<file path="config.mk">
export PLATFORM = sky130hd
export DESIGN_NAME = rv32_mod_trap_ctrl
export DESIGN_NICKNAME = d
export VERILOG_FILES = /design/src/rtl/rv32_pkg.sv /design/src/rtl/rv32_mod_irq_prio.sv /design/src/rtl/rv32_mod_trap_ctrl.sv
export SDC_FILE = /design/constraint.sdc
export NUM_CORES = 1
export LEC_CHECK = 0
export CELL_PAD_IN_SITES_DETAIL_PLACEMENT = 0
export CELL_PAD_IN_SITES_GLOBAL_PLACEMENT = 2
export CORE_MARGIN = 2
export CORE_UTILIZATION = 28
export DETAILED_ROUTE_END_ITERATION = 10
export GPL_TIMING_DRIVEN = 0
export PLACE_DENSITY_LB_ADDON = 0.1
export SLEW_MARGIN = 30
export SYNTH_ARGS = -nofsm -noshare
export SYNTH_HDL_FRONTEND = slang
export SYNTH_SLANG_ARGS = --single-unit
</file>
<file path="constraint.sdc">
create_clock -name clk -period 3.5 [get_ports clk]
set_input_delay 0.875 -clock clk [delete_from_list [all_inputs] [get_ports clk]]
set_output_delay 0.875 -clock clk [all_outputs]
set_load 0.02 [all_outputs]
</file>
<file path="src/rtl/rv32_pkg.sv">
// Shared types and constants for the rv32imc_ss machine-mode trap path.
// The mstatus rewrite rules live here so that every user applies the same ones.
package rv32_pkg;

  typedef enum logic [2:0] {
    ST_IDLE,
    ST_W_MEPC,
    ST_W_MCAUSE,
    ST_W_MTVAL,
    ST_W_MSTATUS,
    ST_M_MSTATUS,
    ST_REDIRECT
  } trap_state_e;

  localparam logic [11:0] CSR_MSTATUS = 12'h300;
  localparam logic [11:0] CSR_MTVEC   = 12'h305;
  localparam logic [11:0] CSR_MEPC    = 12'h341;
  localparam logic [11:0] CSR_MCAUSE  = 12'h342;
  localparam logic [11:0] CSR_MTVAL   = 12'h343;

  localparam int MSTATUS_MIE    = 3;
  localparam int MSTATUS_MPIE   = 7;
  localparam int MSTATUS_MPP_LO = 11;
  localparam int MSTATUS_MPP_HI = 12;

  // Bit positions in mip/mie, and the matching 4-bit cause codes
  localparam int IRQ_MSI_BIT = 3;
  localparam int IRQ_MTI_BIT = 7;
  localparam int IRQ_MEI_BIT = 11;
  localparam logic [3:0] IRQ_MSI = 4'd3;
  localparam logic [3:0] IRQ_MTI = 4'd7;
  localparam logic [3:0] IRQ_MEI = 4'd11;

  localparam logic [31:0] MCAUSE_IRQ = 32'h8000_0000;

  typedef struct packed {
    logic [31:0] cause;
    logic [31:0] epc;
    logic [31:0] tval;
    logic [31:0] target;
  } trap_req_t;

  function automatic logic [31:0] trap_mstatus(input logic [31:0] s);
    logic [31:0] r;
    r = s;
    r[MSTATUS_MPIE] = s[MSTATUS_MIE];
    r[MSTATUS_MIE]  = 1'b0;
    r[MSTATUS_MPP_HI:MSTATUS_MPP_LO] = 2'b11;
    return r;
  endfunction

  // M-only core: MPP always returns to 11
  function automatic logic [31:0] mret_mstatus(input logic [31:0] s);
    logic [31:0] r;
    r = s;
    r[MSTATUS_MIE]  = s[MSTATUS_MPIE];
    r[MSTATUS_MPIE] = 1'b1;
    r[MSTATUS_MPP_HI:MSTATUS_MPP_LO] = 2'b11;
    return r;
  endfunction

  // MODE 10/11 fall back to direct; the vector offset wraps modulo 2^32
  function automatic logic [31:0] trap_target(input logic [31:0] mtvec, input logic is_irq,
                                              input logic [3:0] code, input logic vec_en);
    logic [31:0] base;
    base = {mtvec[31:2], 2'b00};
    if (vec_en && is_irq && (mtvec[1:0] == 2'b01))
      return base + {26'd0, code, 2'b00};
    return base;
  endfunction

endpackage

</file>
<file path="src/rtl/rv32_mod_irq_prio.sv">
// Machine interrupt picker: MEI > MSI > MTI, gated by mstatus.MIE.
module rv32_mod_irq_prio
  import rv32_pkg::*;
(
  input  logic [31:0] pending,
  input  logic        mie,
  output logic        irq_valid,
  output logic [3:0]  irq_code
);

  // Only the three machine-level sources are serviced here
  logic unused_pend;
  assign unused_pend = ^{pending[31:12], pending[10:8], pending[6:4], pending[2:0]};

  always_comb begin
    irq_valid = 1'b0;
    irq_code  = 4'd0;
    if (mie) begin
      if (pending[IRQ_MEI_BIT]) begin
        irq_valid = 1'b1;
        irq_code  = IRQ_MEI;
      end else if (pending[IRQ_MSI_BIT]) begin
        irq_valid = 1'b1;
        irq_code  = IRQ_MSI;
      end else if (pending[IRQ_MTI_BIT]) begin
        irq_valid = 1'b1;
        irq_code  = IRQ_MTI;
      end
    end
  end

endmodule

</file>
<file path="src/rtl/rv32_mod_trap_ctrl.sv">
// Machine-mode trap sequencer: serialises mepc/mcause/mtval/mstatus through the
// CSR file's single write port, then pulses a PC redirect. All outputs are registered.
module rv32_mod_trap_ctrl
  import rv32_pkg::*;
#(
  parameter bit VECTORED_EN = 1'b1
) (
  input  logic        clk,
  input  logic        rst_n,
  input  logic        exc_valid,
  input  logic [3:0]  exc_cause,
  input  logic [31:0] exc_pc,
  input  logic [31:0] exc_tval,
  input  logic        mret,
  input  logic [31:0] irq_pc,
  input  logic [31:0] csr_mstatus,
  input  logic [31:0] csr_mie,
  input  logic [31:0] csr_mip,
  input  logic [31:0] csr_mtvec,
  input  logic [31:0] csr_mepc,
  output logic        csr_wr,
  output logic [11:0] csr_addr,
  output logic [31:0] csr_wdata,
  output logic        busy,
  output logic        redirect_valid,
  output logic [31:0] redirect_pc,
  output logic        trap_taken
);

  trap_state_e state;
  logic        irq_valid;
  logic [3:0]  irq_code;
  logic [31:0] irq_pend;
  logic        take_trap;
  trap_req_t   acc;

  logic [31:0] lat_cause;
  logic [31:0] lat_tval;
  logic [31:0] lat_mstatus;
  logic [31:0] lat_target;

  assign irq_pend = csr_mip & csr_mie;

  rv32_mod_irq_prio u_irq_prio (
    .pending   (irq_pend),
    .mie       (csr_mstatus[MSTATUS_MIE]),
    .irq_valid (irq_valid),
    .irq_code  (irq_code)
  );

  // Exception beats MRET beats interrupt; MRET alone takes the other path
  assign take_trap = exc_valid | (~mret & irq_valid);

  always_comb begin
    acc = '0;
    if (exc_valid) begin
      acc.cause  = {28'd0, exc_cause};
      acc.epc    = exc_pc;
      acc.tval   = exc_tval;
      acc.target = trap_target(csr_mtvec, 1'b0, exc_cause, VECTORED_EN);
    end else begin
      acc.cause  = MCAUSE_IRQ | {28'd0, irq_code};
      acc.epc    = irq_pc;
      acc.tval   = '0;
      acc.target = trap_target(csr_mtvec, 1'b1, irq_code, VECTORED_EN);
    end
  end

  always_ff @(posedge clk or negedge rst_n) begin
    if (!rst_n) begin
      state          <= ST_IDLE;
      csr_wr         <= 1'b0;
      csr_addr       <= '0;
      csr_wdata      <= '0;
      busy           <= 1'b0;
      redirect_valid <= 1'b0;
      redirect_pc    <= '0;
      trap_taken     <= 1'b0;
      lat_cause      <= '0;
      lat_tval       <= '0;
      lat_mstatus    <= '0;
      lat_target     <= '0;
    end else begin
      csr_wr         <= 1'b0;
      redirect_valid <= 1'b0;
      trap_taken     <= 1'b0;
      case (state)
        ST_IDLE: begin
          if (take_trap) begin
            lat_cause   <= acc.cause;
            lat_tval    <= acc.tval;
            lat_mstatus <= trap_mstatus(csr_mstatus);
            lat_target  <= acc.target;
            csr_wr      <= 1'b1;
            csr_addr    <= CSR_MEPC;
            csr_wdata   <= acc.epc;
            busy        <= 1'b1;
            state       <= ST_W_MEPC;
          end else if (mret) begin
            lat_target  <= csr_mepc;
            csr_wr      <= 1'b1;
            csr_addr    <= CSR_MSTATUS;
            csr_wdata   <= mret_mstatus(csr_mstatus);
            busy        <= 1'b1;
            state       <= ST_M_MSTATUS;
          end
        end
        ST_W_MEPC: begin
          csr_wr    <= 1'b1;
          csr_addr  <= CSR_MCAUSE;
          csr_wdata <= lat_cause;
          state     <= ST_W_MCAUSE;
        end
        ST_W_MCAUSE: begin
          csr_wr    <= 1'b1;
          csr_addr  <= CSR_MTVAL;
          csr_wdata <= lat_tval;
          state     <= ST_W_MTVAL;
        end
        ST_W_MTVAL: begin
          csr_wr    <= 1'b1;
          csr_addr  <= CSR_MSTATUS;
          csr_wdata <= lat_mstatus;
          state     <= ST_W_MSTATUS;
        end
        ST_W_MSTATUS: begin
          redirect_valid <= 1'b1;
          redirect_pc    <= lat_target;
          trap_taken     <= 1'b1;
          state          <= ST_REDIRECT;
        end
        ST_M_MSTATUS: begin
          redirect_valid <= 1'b1;
          redirect_pc    <= lat_target;
          state          <= ST_REDIRECT;
        end
        ST_REDIRECT: begin
          busy  <= 1'b0;
          state <= ST_IDLE;
        end
        default: begin
          busy  <= 1'b0;
          state <= ST_IDLE;
        end
      endcase
    end
  end

  // The core must hold new requests off while a sequence is in flight
  a_no_req_while_busy: assert property (@(posedge clk) disable iff (!rst_n)
    busy |-> !(exc_valid || mret));

endmodule

</file>
Word level (Yosys, flattened, before mapping)
Index checks and enable logic that the tools add are counted.
{"block": "op_classes", "n_addsub": 1, "mul": 0, "n_div": 0, "order_cmp": 0, "n_eq_ne": 7, "n_shift": 0, "mux": 32, "bitwise": 5, "reduce_logical": 10}
{"op": "$mux W32", "n": 6}
{"op": "$mux W128", "n": 1}
{"op": "$pmux W32 S4", "n": 1}
{"op": "$pmux W12 S4", "n": 1}
{"op": "$add A32 B6 Y32", "n": 1}
{"op": "$mux W12", "n": 2}
{"op": "$pmux W3 S5", "n": 1}
{"op": "$and A12 B12 Y12", "n": 1}
{"op": "$mux W1", "n": 12}
{"op": "$mux W4", "n": 3}
{"op": "$mux W3", "n": 3}
{"op": "$reduce_and A2 Y1", "n": 4}
{"op": "$eq A3 B2 Y1 const B", "n": 2}
{"op": "$eq A3 B3 Y1 const B", "n": 2}
{"op": "$reduce_or A5 Y1", "n": 1}
{"op": "$pmux W1 S2", "n": 2}
{"op": "$reduce_bool A4 Y1", "n": 1}
{"op": "$eq A3 B1 Y1 const B", "n": 1}
{"op": "$logic_not A3 Y1", "n": 1}
{"op": "$ne A3 B3 Y1 const B", "n": 1}
{"op": "$reduce_or A3 Y1", "n": 1}
{"op": "$eq A2 B1 Y1 const B", "n": 1}
{"op": "$not A1 Y1", "n": 2}
{"op": "$reduce_bool A2 Y1", "n": 1}
{"op": "other kinds (3)", "n": 3}
{"block": "word_totals", "register_bits": 210, "latchBits": 0, "mem_bits_rw": 0, "romBits": 0, "inputBits": 264, "output_inout_bits": 80, "n_memories": 0}

Logic depth before layout (Yosys ltp)
{"block": "logic_depth", "depth_word": 11, "ltp_mapped": 11, "depth_no_buf": 10}

Modules after synthesis
A second synthesis with hierarchy kept.
{"block": "unflattened", "cells_unflattened": 883, "area_unflattened_um2": 8717.1}
{"module": "rv32_mod_trap_ctrl", "instances": 1, "cells_per_inst": 878, "area_per_inst_um2": 8673.3, "seq_area_each_um2": 4354.2}
{"module": "rv32_mod_irq_prio", "instances": 1, "cells_per_inst": 5, "area_per_inst_um2": 43.8, "seq_area_each_um2": 0.0}

Worst setup path after synthesis
OpenSTA, ideal clock, no wires.
{"block": "synth_path", "kind": "input to register", "start": "input csr_mip[3]", "end": "register lat_target[10]", "arrival_time_ns": 3.292, "required_ns": 3.366, "path_slack_ns": 0.074, "stages": 11, "path_buffers": 1, "cell_sequence": "a222oi_1 > nand2b_1 > inv_1 > ha_1 > fa_1 > and3_1 > o21a_1 > clkbuf_1 > a211o_1 > o211ai_1 > o21ai_0"}
{"block": "synth_between", "elab_chain_len": 9, "word_cells_on_any_way": 16, "cone_classes": "add/sub (1); mux (10); bitwise (3); reduce/logical (2)"}
{"element": "start: declaration", "line": "rv32_mod_trap_ctrl.sv:18", "text": "input logic [31:0] csr_mip,"}
{"element": "$and A12 B12 Y12 (*)", "line": "rv32_mod_trap_ctrl.sv:42", "text": "assign irq_pend = csr_mip & csr_mie;"}
{"element": "$mux W4", "line": "rv32_mod_irq_prio.sv:22", "text": "end else if (pending[IRQ_MSI_BIT]) begin"}
{"element": "$mux W4", "line": "rv32_mod_irq_prio.sv:19", "text": "if (pending[IRQ_MEI_BIT]) begin"}
{"element": "$mux W4", "line": "rv32_mod_irq_prio.sv:18", "text": "if (mie) begin"}
{"element": "$add A32 B6 Y32", "line": "rv32_pkg.sv:68", "text": "return base + {26'd0, code, 2'b00};"}
{"element": "$mux W32", "line": "rv32_pkg.sv:67", "text": "if (vec_en && is_irq && (mtvec[1:0] == 2'b01))"}
{"element": "$mux W32", "line": "rv32_pkg.sv:69", "text": "return base;"}
{"element": "$mux W128", "line": "rv32_mod_trap_ctrl.sv:56", "text": "if (exc_valid) begin"}
{"element": "$mux W32", "line": "rv32_mod_trap_ctrl.sv:89", "text": "if (take_trap) begin"}
{"element": "end signal: assignment", "line": "rv32_mod_trap_ctrl.sv:93", "text": "lat_target <= acc.target;"}
{"element": "end signal: assignment", "line": "rv32_mod_trap_ctrl.sv:100", "text": "lat_target <= csr_mepc;"}
{"element": "end: declaration", "line": "rv32_mod_trap_ctrl.sv:40", "text": "logic [31:0] lat_target;"}
Mark *: on every way between the ends. The rest lies on a longest branch, timed or not. The select of a mux whose other input is x is not followed.
A chain may end at the register's enable or synchronous reset.

Worst setup path after layout
Ends and elaborated chain as after synthesis.

==> impl_metrics.tcl <==
set metrics [dict create \
    drive_above_1_share_pct 11.78 \
    rsz0062_at_grt "no" \
    routed_wirelength_mm 32.94 \
    max_cap_violations 0 \
    synth_seq_cells 174 \
    grt_start_max_net_pins 68 \
    synth_cell_types 62 \
    antenna_found_initial 3 \
    hold_slack_ns 0.3084 \
    cts_max_level 4 \
    grt_overflow 0 \
    cp_data_arrival_time_ns 3.68 \
    placed_cells 1541 \
    syn_area_sq_um 8653 \
    io_buffers 275 \
    critPathCaptureType "flip-flop" \
    grt_pass1_vias 8120 \
    syn_to_final_growth_pct 46.05 \
    cp_slowest_cell "clkdlybuf4s50_1" \
    stdcell_count 1577 \
    route.vias.total 7792 \
    leakagePower_nw 5.282 \
    die_w_um 179.8 \
    first_pass_iters 7 \
    core_sq_um 30510 \
    post_drt_via_cell_ratio 4.941 \
    cts_tree "done" \
    pre_cts_slack_ns -1.208 \
    grt_pass1_wl_mm 49.98 \
    maxSlewViolCount 0 \
    syn_avg_cell_area_sq_um 10.04 \
    final_util_pct 41.42 \
    mostFrequentLayoutCell "clkdlybuf4s50_1" \
    ant_nets 0 \
    clock_sinks 174 \
    ir_worst_vdd_mv 0.3670 \
    gp_congestion 0.7835 \
    clkTransAtPathRegs_ns 0.08 \
    worstPathCellList "clkdlybuf4s50_1 -> a222oi_1 -> buf_4 -> nand2b_4 -> inv_2 -> ha_1 -> fa_2 -> and3_4 -> o21a_4 -> a211o_1 -> o211ai_1 -> o21ai_1" \
    slowest_delay_ns 0.45 \
    postCtsHoldBufs 0 \
    ios 344 \
    hold_viol 0 \
    ys_seq_area_share_pct 50.32 \
    status "finished clean" \
    crit_type "in2reg" \
    dp_hpwl_mm 25.35 \
    max_freq_mhz 296.2 \
    powerDensity_nw_per_um2 782.5 \
    max-slew-margin-rel_pct 34.11 \
    remaining_drc_errors 0 \
    fin_crit_ns 3.376 \
    crit_path_start_kind "primary input" \
    finalWorstSetupSlack_ns 0.1243 \
    min_path_type "in2async" \
    required_ns 3.81 \
    layout_common_cells "clkdlybuf4s50_1, dfrtp_1, nand2_1, nor2_1, o21ai_0" \
    crit_fanout 10 \
    worstMarginPinSlew_ns 0.9794 \
    synth_edf_count 0 \
    cts_buffers 17 \
    synthArstFlopShare_pct 100.0 \
    die_y_um 179.8 \
    insertion_delay_ns 0.44 \
    std_cell_rows 64 \
    ys.flop_type "dfrtp_1" \
    cts_buffer_depth 2 \
    clockRootBuffer "clkbuf_16" \
    reg2regPathDepth 6 \
    start_util_pct 28.36 \
    drtIter0Drc 406 \
    post_drt_wl_per_cell_um 20.89 \
    synth_warnings 0 \
    die_area_sq_um 32330 \
    grtUsageTotal_pct 20.32 \
    fin_worst_skew_ns 0.01388 \
    setup_viol_count_final 0 \
    syn_inst 862 \
    period_share_pct 96.45 \
    nets 1436 \
]
-- registers in the layout, indices dropped and copies added, names as in the netlist --
register / count
csr_wdata: 32
lat_target: 32
lat_tval: 32
redirect_pc: 32
lat_mstatus: 30
lat_cause: 5
csr_addr: 4
state: 3
busy: 1
csr_wr: 1
redirect_valid: 1
trap_taken: 1
-- layout make-up --
type	count	area, sq um
diodes	1	2.502
plain buffers	69	360.3
clock buffers	17	425.4
clock inverters	15	151.4
fillers	3051	17870
inverters	6	22.52
multi-input cells	618	3984
flip-flops and latches	174	4354
well taps	396	495.5
repair buffers	281	2843
-- cells in the mapped netlist (all sizes together) (5+ instances only) --
library cell	n	area share, %
o211ai	8	0.69
nand2	141	6.1
mux2i	28	3.2
a211oi	9	0.78
o21ai	58	3.4
buf	35	2.4
nor4	12	1.0
o2111ai	5	0.51
nor3	8	0.46
xor2	9	0.91
xnor2	10	1.0
nor2	70	3.0
nand4	12	0.94
clkbuf	34	1.7
a222oi	16	1.9
a22o	43	4.4
and3	5	0.38
o31ai	7	0.61
a2bb2oi	7	0.71
a22oi	23	2.0
mux2	39	5.1
nand2b	6	0.43
nand3	13	0.75
dfrtp	174	50
nor2b	10	0.72
a21oi	26	1.5
-- critical path: cells and delay by family --
family | cells | cell delay, ns
buf+inv | 3 | 0.71
compound gates | 5 | 1.13
simple gates | 2 | 0.36
fa+ha+maj | 2 | 0.60
-- cell families (layout without fill, tap and decap cells) --
group                    count (synthesis)  count (layout)  synth area share, %
adder cells (fa/ha/maj)                  5               5               0.8097
flip-flops                             174             174                50.32
AND/OR/NAND/NOR                        290             290                15.17
buffers and inverters                   76             388                4.468
AO/OA/AOI/OAI                          230             230                18.96
other                                    1               8              0.04334
multiplexers                            67              67                8.314
XOR/XNOR                                19              19                1.923
-- metrics by stage --
step                      instance area [sq um]  TNS [ns]  total power [mW]
after global placement                    11920  -1136.77             8.028
after floorplan                            8676         0             6.026
after detailed placement                  11980    -35.04             8.072
after global routing                      12640         0             10.57
after CTS                                 12610         0             10.02
final                                     12640         0             9.890
-- timing repair --
| item | in CTS | in global routing |
|---|---|---|
| buffers inserted | 2 | 2 |
| pin swaps | 1 | 4 |
| hold endpoints to repair | 0 | 0 |
| setup endpoints to repair | 25 | 10 |
| resized for setup | 8 | 4 |
-- power breakdown --
part,switching [mW],internal (mW)
clock,0.947,0.950
sequential,0.535,2.97
combinational,2.40,2.09
-- final timing paths --
kind	slack (ns)	end	from
max in group asynchronous	2.16	redirect_pc[4]	rst_n
max reg2reg	1.04	csr_wdata[16]	state[1]
min reg2reg	0.48	lat_target[16]	lat_target[16]
min	0.31	lat_tval[1]	rst_n
max	0.12	lat_target[10]	csr_mip[3]
min in group clk	0.48	lat_target[16]	lat_target[16]
-- routing by layer --
layer  wire [um]  part of all wire, %  vias to the layer above  global-route usage [%]
met2       15210                   46                      230                   32.49
met3        1943                  5.9                       22                   4.882
met4         429                  1.3                        4                   4.846
met1       15330                   47                     3798                   27.76
met5          26                0.079                        -                       0
li1            -                    -                     3738                       -
(Power assumes the default switching activity.)
